`config.mk`:
```
export PLATFORM = sky130hd
export DESIGN_NAME = cdce_serial_in
export DESIGN_NICKNAME = d
export VERILOG_FILES = /design/src/rtl/cdce_serial_in.sv
export SDC_FILE = /design/constraint.sdc
export NUM_CORES = 1
export LEC_CHECK = 0
export CORE_MARGIN = 2
export CORE_UTILIZATION = 55
export CTS_BUF_LIST = sky130_fd_sc_hd__clkbuf_4
export DETAILED_ROUTE_END_ITERATION = 16
export DONT_BUFFER_PORTS = 1
export GPL_ROUTABILITY_DRIVEN = 0
export PLACE_DENSITY = 0.7
export SYNTH_ARGS = -nofsm -noshare
export SYNTH_HDL_FRONTEND = slang
export SYNTH_SLANG_ARGS = --single-unit
```
`constraint.sdc`:
```
create_clock -name clk -period 2.5 [get_ports clk]
set_clock_uncertainty 0.15 [all_clocks]
set_input_delay 0.375 -clock clk [delete_from_list [all_inputs] [get_ports clk]]
set_output_delay 0.375 -clock clk [all_outputs]
set_load 0.02 [all_outputs]
```
`src/rtl/cdce_serial_in.sv`:
```
// Readback receiver for the CDCE SPI link: frames one read with cs_n, samples miso,
// presents the captured word and flags masked mismatches against an expected value.
module cdce_serial_in #(
  parameter int WORD_WIDTH = 32,
  parameter int CS_SETUP   = 1,
  parameter int CS_HOLD    = 1,
  parameter int CS_GAP     = 2,
  parameter bit MSB_FIRST  = 1'b0
) (
  input  logic                  clk,
  input  logic                  reset_n,
  input  logic                  enable,
  input  logic                  start_transaction,
  input  logic [WORD_WIDTH-1:0] expected_data,
  input  logic [WORD_WIDTH-1:0] compare_mask,
  input  logic                  miso,
  output logic                  cs_n,
  output logic                  mosi,
  output logic [WORD_WIDTH-1:0] parallel_output,
  output logic                  data_valid,
  output logic                  mismatch,
  output logic [7:0]            mismatch_count,
  output logic                  transaction_done
);

  localparam int MAX_SG  = (CS_SETUP > CS_GAP) ? CS_SETUP : CS_GAP;
  localparam int MAX_HW  = (CS_HOLD > WORD_WIDTH) ? CS_HOLD : WORD_WIDTH;
  localparam int CNT_MAX = (MAX_SG > MAX_HW) ? MAX_SG : MAX_HW;
  localparam int CNT_W   = $clog2(CNT_MAX + 1);

  typedef enum logic [2:0] {
    ST_IDLE  = 3'd0,
    ST_SETUP = 3'd1,
    ST_SHIFT = 3'd2,
    ST_HOLD  = 3'd3,
    ST_GAP   = 3'd4
  } state_t;

  state_t                state_reg;
  logic [CNT_W-1:0]      cnt_reg;
  logic [WORD_WIDTH-1:0] sr_reg;
  logic [WORD_WIDTH-1:0] exp_reg;
  logic [WORD_WIDTH-1:0] mask_reg;
  logic [WORD_WIDTH-1:0] sr_next;
  logic                  mismatch_next;

  // Bit order of the incoming stream decides which end of the shift register fills first.
  generate
    if (MSB_FIRST) begin : g_msb_first
      assign sr_next = {sr_reg[WORD_WIDTH-2:0], miso};
    end else begin : g_lsb_first
      assign sr_next = {miso, sr_reg[WORD_WIDTH-1:1]};
    end
  endgenerate

  assign mismatch_next = |((sr_reg ^ exp_reg) & mask_reg);
  assign mosi          = 1'b0;

  always_ff @(posedge clk or negedge reset_n) begin
    if (!reset_n) begin
      state_reg        <= ST_IDLE;
      cnt_reg          <= '0;
      sr_reg           <= '0;
      exp_reg          <= '0;
      mask_reg         <= '0;
      cs_n             <= 1'b1;
      parallel_output  <= '0;
      data_valid       <= 1'b0;
      mismatch         <= 1'b0;
      mismatch_count   <= 8'd0;
      transaction_done <= 1'b1;
    end else begin
      data_valid <= 1'b0;
      case (state_reg)
        ST_IDLE: begin
          if (start_transaction && enable) begin
            exp_reg          <= expected_data;
            mask_reg         <= compare_mask;
            transaction_done <= 1'b0;
            cs_n             <= 1'b0;
            cnt_reg          <= CNT_W'(CS_SETUP - 1);
            state_reg        <= ST_SETUP;
          end
        end
        ST_SETUP: begin
          if (cnt_reg == '0) begin
            cnt_reg   <= CNT_W'(WORD_WIDTH - 1);
            state_reg <= ST_SHIFT;
          end else begin
            cnt_reg <= cnt_reg - 1'b1;
          end
        end
        ST_SHIFT: begin
          sr_reg <= sr_next;
          if (cnt_reg == '0) begin
            cnt_reg   <= CNT_W'(CS_HOLD - 1);
            state_reg <= ST_HOLD;
          end else begin
            cnt_reg <= cnt_reg - 1'b1;
          end
        end
        ST_HOLD: begin
          // First HOLD edge is the one right after the last sample: capture here.
          if (cnt_reg == CNT_W'(CS_HOLD - 1)) begin
            parallel_output <= sr_reg;
            mismatch        <= mismatch_next;
            data_valid      <= 1'b1;
            if (mismatch_next && mismatch_count != 8'hFF)
              mismatch_count <= mismatch_count + 8'd1;
          end
          if (cnt_reg == '0) begin
            cs_n      <= 1'b1;
            cnt_reg   <= CNT_W'(CS_GAP);
            state_reg <= ST_GAP;
          end else begin
            cnt_reg <= cnt_reg - 1'b1;
          end
        end
        ST_GAP: begin
          if (cnt_reg == '0) begin
            transaction_done <= 1'b1;
            state_reg        <= ST_IDLE;
          end else begin
            cnt_reg <= cnt_reg - 1'b1;
          end
        end
        default: begin
          cs_n             <= 1'b1;
          transaction_done <= 1'b1;
          state_reg        <= ST_IDLE;
        end
      endcase
    end
  end

endmodule
```
Word-level counts from Yosys, hierarchy flattened
Cells that the tools add are included. W data, S select, Z words.

Divide/modulo/power cells: 0. Reductions and logical operators: 15. Mux-type cells: 18. Shifts and indexed selects: 0. Add/subtract/negate cells: 2. Bitwise operators: 4. Equal/unequal tests: 11. Multipliers: 0. $lt $le $gt $ge: 0.

Operators by type and width (number): $and A32 B32 Y32 (1); $reduce_or A32 Y1 (1); $xor A32 B32 Y32 (1); $mux W6 (5); $pmux W6 S5 (1); $mux W3 (5); $pmux W3 S5 (1); $ne A2 B2 Y1 const B (6); $reduce_and A3 Y1 (4); $add A8 B1 Y8 const B (1); $ne A8 B8 Y1 const B (1); $eq A3 B2 Y1 const B (2); $logic_not A6 Y1 (1); $pmux W1 S3 (2); $reduce_or A3 Y1 (2); $sub A6 B1 Y6 const B (1); $reduce_and A5 Y1 (1); $reduce_bool A5 Y1 (1); $mux W1 (4); $reduce_and A2 Y1 (2); $eq A3 B1 Y1 const B (1); $eq A3 B3 Y1 const B (1); $logic_not A3 Y1 (1); $logic_and A1 B1 Y1 (2); $not A1 Y1 (2).

Input bits: 69. Memories kept: 0. Register bits after elaboration: 149. Memory bits (writable): 0. Memory bits (read-only): 0. Logic and storage cells: 61. Bits in latches: 0.

Logic depth before layout (Yosys ltp)
Gate-level depths: netlist of run 1.

Word-level depth: 5. Mapped depth: 9. Gate-level depth less buffers: 8.

Worst setup path after synthesis of run 1
No wires, ideal clock.

Path type: register to register. From: register cnt_reg[0]. To: register mismatch_count[1]. Stages on the path, launching flop included: 8. Required time: 2.222 ns. Path slack: 0.309 ns. Buffers on the path: 0. Arrival time: 1.914 ns. Cell sequence: dfrtp_1 > inv_1 > ha_1 > nor4b_4 > nand4b_4 > a31oi_4 > nor2b_1 > mux2_1.

Longest elaborated chain between the ends: 2.

RTL lines: start: declaration (RTL line 40) `logic [CNT_W-1:0] cnt_reg;`; start signal: assignment (RTL line 81) `cnt_reg <= CNT_W'(CS_SETUP - 1);`; start signal: assignment (RTL line 87) `cnt_reg <= CNT_W'(WORD_WIDTH - 1);`; start signal: assignment (RTL line 90) `cnt_reg <= cnt_reg - 1'b1;`; $logic_not A6 Y1 (RTL line 104) `if (cnt_reg == CNT_W'(CS_HOLD - 1)) begin`; $reduce_and A3 Y1 (no line); end signal: assignment (RTL line 109) `mismatch_count <= mismatch_count + 8'd1;`; end: declaration (RTL line 22) `output logic [7:0] mismatch_count,`.

Every way passes these cells. A chain may end at the register's enable or synchronous reset.

Worst setup path in the final report of run 1
Same ends and word-level chain as after synthesis.

==> results of run 1 <==
## worst min-delay path by stage
stage               cells past startpoint                   to    start  slack, ps
floorplan                               0           cnt_reg[0]  reset_n        -70
global placement                        0           cnt_reg[5]  reset_n        -70
detailed placement                      0           cnt_reg[2]  reset_n        -70
CTS                                     0  parallel_output[11]  reset_n       -710
global route                            0   parallel_output[3]  reset_n       -730
finish                                  0           exp_reg[9]  reset_n       -650
## metrics by stage
stage / hold WS, ps / std cells / instance area [um2]
6_report: -651 / 745 / 7500
2_1_floorplan: -70.6 / 517 / 6390
5_1_grt: -726 / 745 / 7500
3_3_place_gp: -66.8 / 649 / 6580
4_1_cts: -705 / 745 / 7490
3_5_place_dp: -65.2 / 649 / 6580
## logic make-up (layout without fill, tap and decap cells)
family	count (synthesis)	count (layout)	share of synthesized area
muxes	97	97	0.171
AOI/OAI and AO/OA	50	50	0.0547
xor gates and xnor gates	42	42	0.0576
adders and majority gates	2	2	0.00392
DFF	149	149	0.584
and+or+nand+nor	149	149	0.109
other	1	1	0.000587
buffers and inverters	27	112	0.0188
## timing repair
action                     4_1_cts  5_1_grt
setup endpoints to repair        0        3
hold endpoints to repair       214      149
resized for setup                0        2
buffers inserted                 0        0
## cells in the final DEF (no fill, tap or decap), types with 3 or more instances in the layout
master,Yosys,final
clkinv_2,0,5
nor3_1,5,5
nand2_1,108,108
inv_1,4,4
o211ai_1,3,3
o21ai_0,13,13
clkbuf_4,0,21
mux2_2,83,83
dlygate4sd3_1,0,65
xor2_1,41,41
nand4_1,4,4
mux2_1,14,14
a21oi_1,6,6
nor2_1,12,12
dfrtp_1,147,147
a22oi_1,16,16
buf_4,1,10
## report_power, final
part           switching (W)  leakage, nW  internal [W]
Sequential          0.000646         1.92       0.00314
Combinational        0.00106         1.57       0.00116
Clock               0.000830        0.149      0.000624
## synthesized netlist by cell type (3+ instances only)
library cell | count | area (um2)
nor2_1 | 12 | 45.0
inv_1 | 4 | 15.0
nor3_1 | 5 | 25.0
nand2_1 | 108 | 405
xor2_1 | 41 | 359
nand4_1 | 4 | 25.0
clkbuf_1 | 7 | 26.3
buf_1 | 3 | 11.3
a22oi_1 | 16 | 120
a21oi_1 | 6 | 30.0
o211ai_1 | 3 | 22.5
mux2_2 | 83 | 935
nor2b_1 | 3 | 18.8
buf_2 | 12 | 60.1
o21ai_0 | 13 | 65.1
mux2_1 | 14 | 158
dfrtp_1 | 147 | 3680
## layout make-up
class / count / area [um2]
multi-input combinational: 341 / 2540
clock buffer: 21 / 158
sequential: 149 / 3730
clock inverter: 10 / 109
timing repair buffer: 77 / 766
inverter: 4 / 15.0
tap: 143 / 179
fill: 858 / 3870
## routing by layer
metal / global-route usage / up-vias / share of wire
met1: 0.298 / 2055 / 0.44
met2: 0.368 / 115 / 0.48
met4: 0.0889 / 0 / 0.023
met5: 0 / - / 0
li1: - / 1925 / -
met3: 0.0882 / 25 / 0.061
## worst max-delay path, delay by kind of cell, from the launching register on
kind / cells / cell delay (ps)
AND/OR/NAND/NOR: 3 / 760
adder cells (fa/ha/maj): 1 / 210
flip-flops: 1 / 440
multiplexers: 1 / 350
buffers and inverters: 1 / 100
AO/OA/AOI/OAI: 1 / 260
==> impl_metrics.yaml, run 1 <==
global_route:
  overflow: 0
  grt_max_degree: 150
  grtUsageTotal: 0.234
  grt_pass1_wl_um: 22500
  antenna_found_initial: 0
  grt_pass1_vias: 4251
drt:
  drcViolationCount: 0
  viasPerCell: 5.53
  postRouteAntennaNets: 0
  drtIter0Drc: 202
  routed-via-count: 4120
  firstDrtPassIters: 4
  wl_um: 13700
  wl_per_cell_um: 18.3
synthesis:
  syn_avg_cell_area_um2: 12.4
  yosys_register_bits: 149
  ys.flop_type: "dfrtp_1"
  synth.distinct_cells: 45
  ys_seq_area_frac: 0.584
  syn-num-nets: 588
  synth_cells: 517
  netlist_area_mm2: 0.00639
  synth_edf_count: 0
  async_reset_ff_frac: 1.00
  yosysWarnings: 0
critical_path:
  slowest_stage: "dfrtp_1"
  crit_start: "cnt_reg[0]"
  r2r_setup_slack_ps: 120
  worstSetupStartpointType: "register"
  critPathArrivalTime_ps: 2670
  worstPathMaxFanout: 6
  crit_type: "register to register"
  endpoint_kind: "register"
  crit_chain: "inv_1, ha_1, nor4b_4, nand4b_4, a31oi_4, nor2b_1, mux2_1"
  required_ps: 2780
  rr_startpoint: "cnt_reg[0]"
  cpPeakStageDelay_ps: 440
  critPathCapture: "mismatch_count[1]"
  worstReg2RegEnd: "mismatch_count[1]"
  reg2reg_depth: 7
finish:
  nNetsFinal: 661
  insertedDiodeCount: 0
  area_growth_pct: 17.4
  drive_above_1_share: 0.226
  final_util: 0.660
timing:
  slew_viol_final: 0
  fin_ws_ps: 116
  finalSetupViolCount: 0
  worstMarginPinSlew_ps: 528
  post-route-period-util: 0.954
  max_slew_margin: 0.644
  rsz0062_at_grt: "false"
  hold_viol: 149
  hold_ws_ps: -651
  tns_ps: 0
  clock.fmax_mhz: 419
  fin_crit_ps: 2380
floorplanning:
  io_pins: 114
  dieArea_mm2: 0.0125
  start_util: 0.562
  rows: 39
  core_mm2: 0.0114
  fp.dieH_um: 112
  dieWidth_um: 112
min_path:
  hp-class: "input port to asynchronous set/reset pin"
pwr:
  power_density_mw_per_mm2: 996
  vdd_drop_max_uv: 615
  power_w: 0.00747
  p_leak_nw: 3.64
place:
  dp_slack_ps: 153
  portBuffers: 0
  dp_hpwl_um: 8780
clock_network:
  htree_levels: 4
  cts_tree: "done"
  postCtsHoldBufs: 65
  clk_pin_slew_ps: 130
  insertion_delay_ps: 560
  cts_buffers: 17
  clock_path_buffers: 2
  cts_sinks: 149
  cts_root_buf: "clkbuf_4"
outcome:
  status: "complete, but fails checks"
  violations: "negative hold slack"
run:
  cap_violations: 0
No activity file was read; power rests on OpenSTA's default activity.
==> run 2: changes to the inputs <==
--- a/config.mk
+++ b/config.mk
@@ -5,7 +5,6 @@
 export SDC_FILE = /design/constraint.sdc
 export NUM_CORES = 1
 export LEC_CHECK = 0
-export CORE_MARGIN = 2
 export CORE_UTILIZATION = 55
 export CTS_BUF_LIST = sky130_fd_sc_hd__clkbuf_4
 export DETAILED_ROUTE_END_ITERATION = 16
==> run 2 against run 1 <==
The flow still finishes with violations (negative hold slack). Combinational power is essentially flat. Sequential power is essentially flat. Worst hold slack gained 30 ps. Power shrank 1.1%.
==> impl_metrics.yaml, run 2 (synthesis gave the netlist of run 1 again) <==
global_route:
  overflow: 0
  grt_max_degree: 150
  grtUsageTotal: 0.245
  grt_pass1_vias: 4214
  grt_pass1_wl_um: 21500
  antenna_found_initial: 0
drt:
  postRouteAntennaNets: 0
  wl_per_cell_um: 18.4
  viasPerCell: 5.52
  wl_um: 13700
  firstDrtPassIters: 4
  drcViolationCount: 0
  routed-via-count: 4112
  drtIter0Drc: 262
finish:
  drive_above_1_share: 0.221
  nNetsFinal: 663
  area_growth_pct: 17.2
  fin_cells: 745
  layout_common_cells: "dfrtp_1, nand2_1, mux2_2"
  final_common_cell: "dfrtp_1"
  insertedDiodeCount: 0
clock_network:
  postCtsHoldBufs: 65
  cts_root_buf: "clkbuf_4"
  clock_path_buffers: 2
  cts_buffers: 17
  cts_tree: "done"
  cts_sinks: 149
  htree_levels: 4
  clk_pin_slew_ps: 110
  insertion_delay_ps: 530
floorplanning:
  dieArea_mm2: 0.0120
  fp.dieH_um: 110
  io_pins: 114
  dieWidth_um: 110
  start_util: 0.577
  core_mm2: 0.0111
  rows: 38
timing:
  max_slew_margin: 0.626
  fin_crit_ps: 2340
  post-route-period-util: 0.938
  clock.fmax_mhz: 427
  finalSetupViolCount: 0
  tns_ps: 0
  slew_viol_final: 0
  rsz0062_at_grt: "false"
  worstMarginPinSlew_ps: 555
  hold_ws_ps: -622
  hold_viol: 149
critical_path:
  crit_chain: "inv_1, ha_1, nor4b_4, nand4b_4, a31oi_4, nor2b_1, mux2_1"
  endpoint_kind: "register"
  cpPeakStageDelay_ps: 440
  worstSetupStartpointType: "register"
  crit_type: "register to register"
  worstPathMaxFanout: 6
  required_ps: 2760
  crit_buf_inv: 1
  critPathArrivalTime_ps: 2610
  slowest_stage: "dfrtp_1"
  cp_top_family: "simple AND/OR/NAND/NOR gates"
pwr:
  power_density_mw_per_mm2: 986
  p_leak_nw: 3.64
  vdd_drop_max_uv: 633
place:
  placed_cells: 647
  portBuffers: 0
  dp_hpwl_um: 9120
min_path:
  hp-class: "input port to asynchronous set/reset pin"
outcome:
  violations: "negative hold slack"
  status: "complete, but fails checks"
run:
  cap_violations: 0
==> run 2: metrics by stage <==
| stage | total power, W | area [um2] | utilization | setup slack [ps] | hold slack, ps |
|---|---|---|---|---|---|
| global placement | 0.00584 | 6570 | 0.593 | 264 | -65.5 |
| finish | 0.00738 | 7490 | 0.676 | 156 | -622 |
| global route | 0.00784 | 7490 | 0.676 | 4.51 | -685 |
| detailed placement | 0.00594 | 6570 | 0.593 | 176 | -66.3 |
| floorplan | 0.00535 | 6390 | - | 309 | -70.6 |
| CTS | 0.00742 | 7480 | 0.675 | 154 | -682 |
==> run 2: repair_timing <==
action	in CTS	in global routing
endpoints found under the hold margin	214	149
setup buffers	0	1
gates resized for setup	0	1
setup endpoints to repair	0	7
==> run 2: layer usage <==
layer / vias up / global-route usage / wire (um)
met5: - / 0 / 0
li1: 1923 / - / -
met1: 2064 / 0.311 / 5910
met2: 113 / 0.403 / 6870
met4: 0 / 0.0895 / 151
met3: 12 / 0.0682 / 759
==> run 2: final timing paths <==
check,from,endpoint,slack (ps),cells past startpoint
setup / recovery,cnt_reg[0],mismatch_count[1],160,7
hold / removal,reset_n,state_reg[0],-620,0
setup reg to reg,cnt_reg[0],mismatch_count[1],160,7
hold reg to reg,mask_reg[10],mask_reg[10],360,1
max in group asynchronous,reset_n,transaction_done,2590,0
min in group clk,enable,state_reg[0],240,4
==> run 2: area by class of cell <==
type	instances	area [um2]
multi-input cells	341	2540
fillers	822	3590
clock buffers	19	143
flip-flops and latches	149	3730
well taps	140	175
inverters	4	15.0
clock inverters	13	115
repair buffers	79	772
==> run 2: report_power, final <==
| group | internal [W] | total (W) | switching [W] |
|---|---|---|---|
| registers | 0.00315 | 0.00380 | 0.000652 |
| clock network | 0.000593 | 0.00139 | 0.000796 |
| logic | 0.00116 | 0.00220 | 0.00104 |
==> run 3: changes to the inputs <==
--- a/config.mk
+++ b/config.mk
@@ -11,6 +11,7 @@
 export DONT_BUFFER_PORTS = 1
 export GPL_ROUTABILITY_DRIVEN = 0
 export PLACE_DENSITY = 0.7
+export RECOVER_POWER = 50
 export SYNTH_ARGS = -nofsm -noshare
 export SYNTH_HDL_FRONTEND = slang
 export SYNTH_SLANG_ARGS = --single-unit
==> results of run 3 <==
Same layout as run 2: the final DEF is identical, and so are final timing and power.
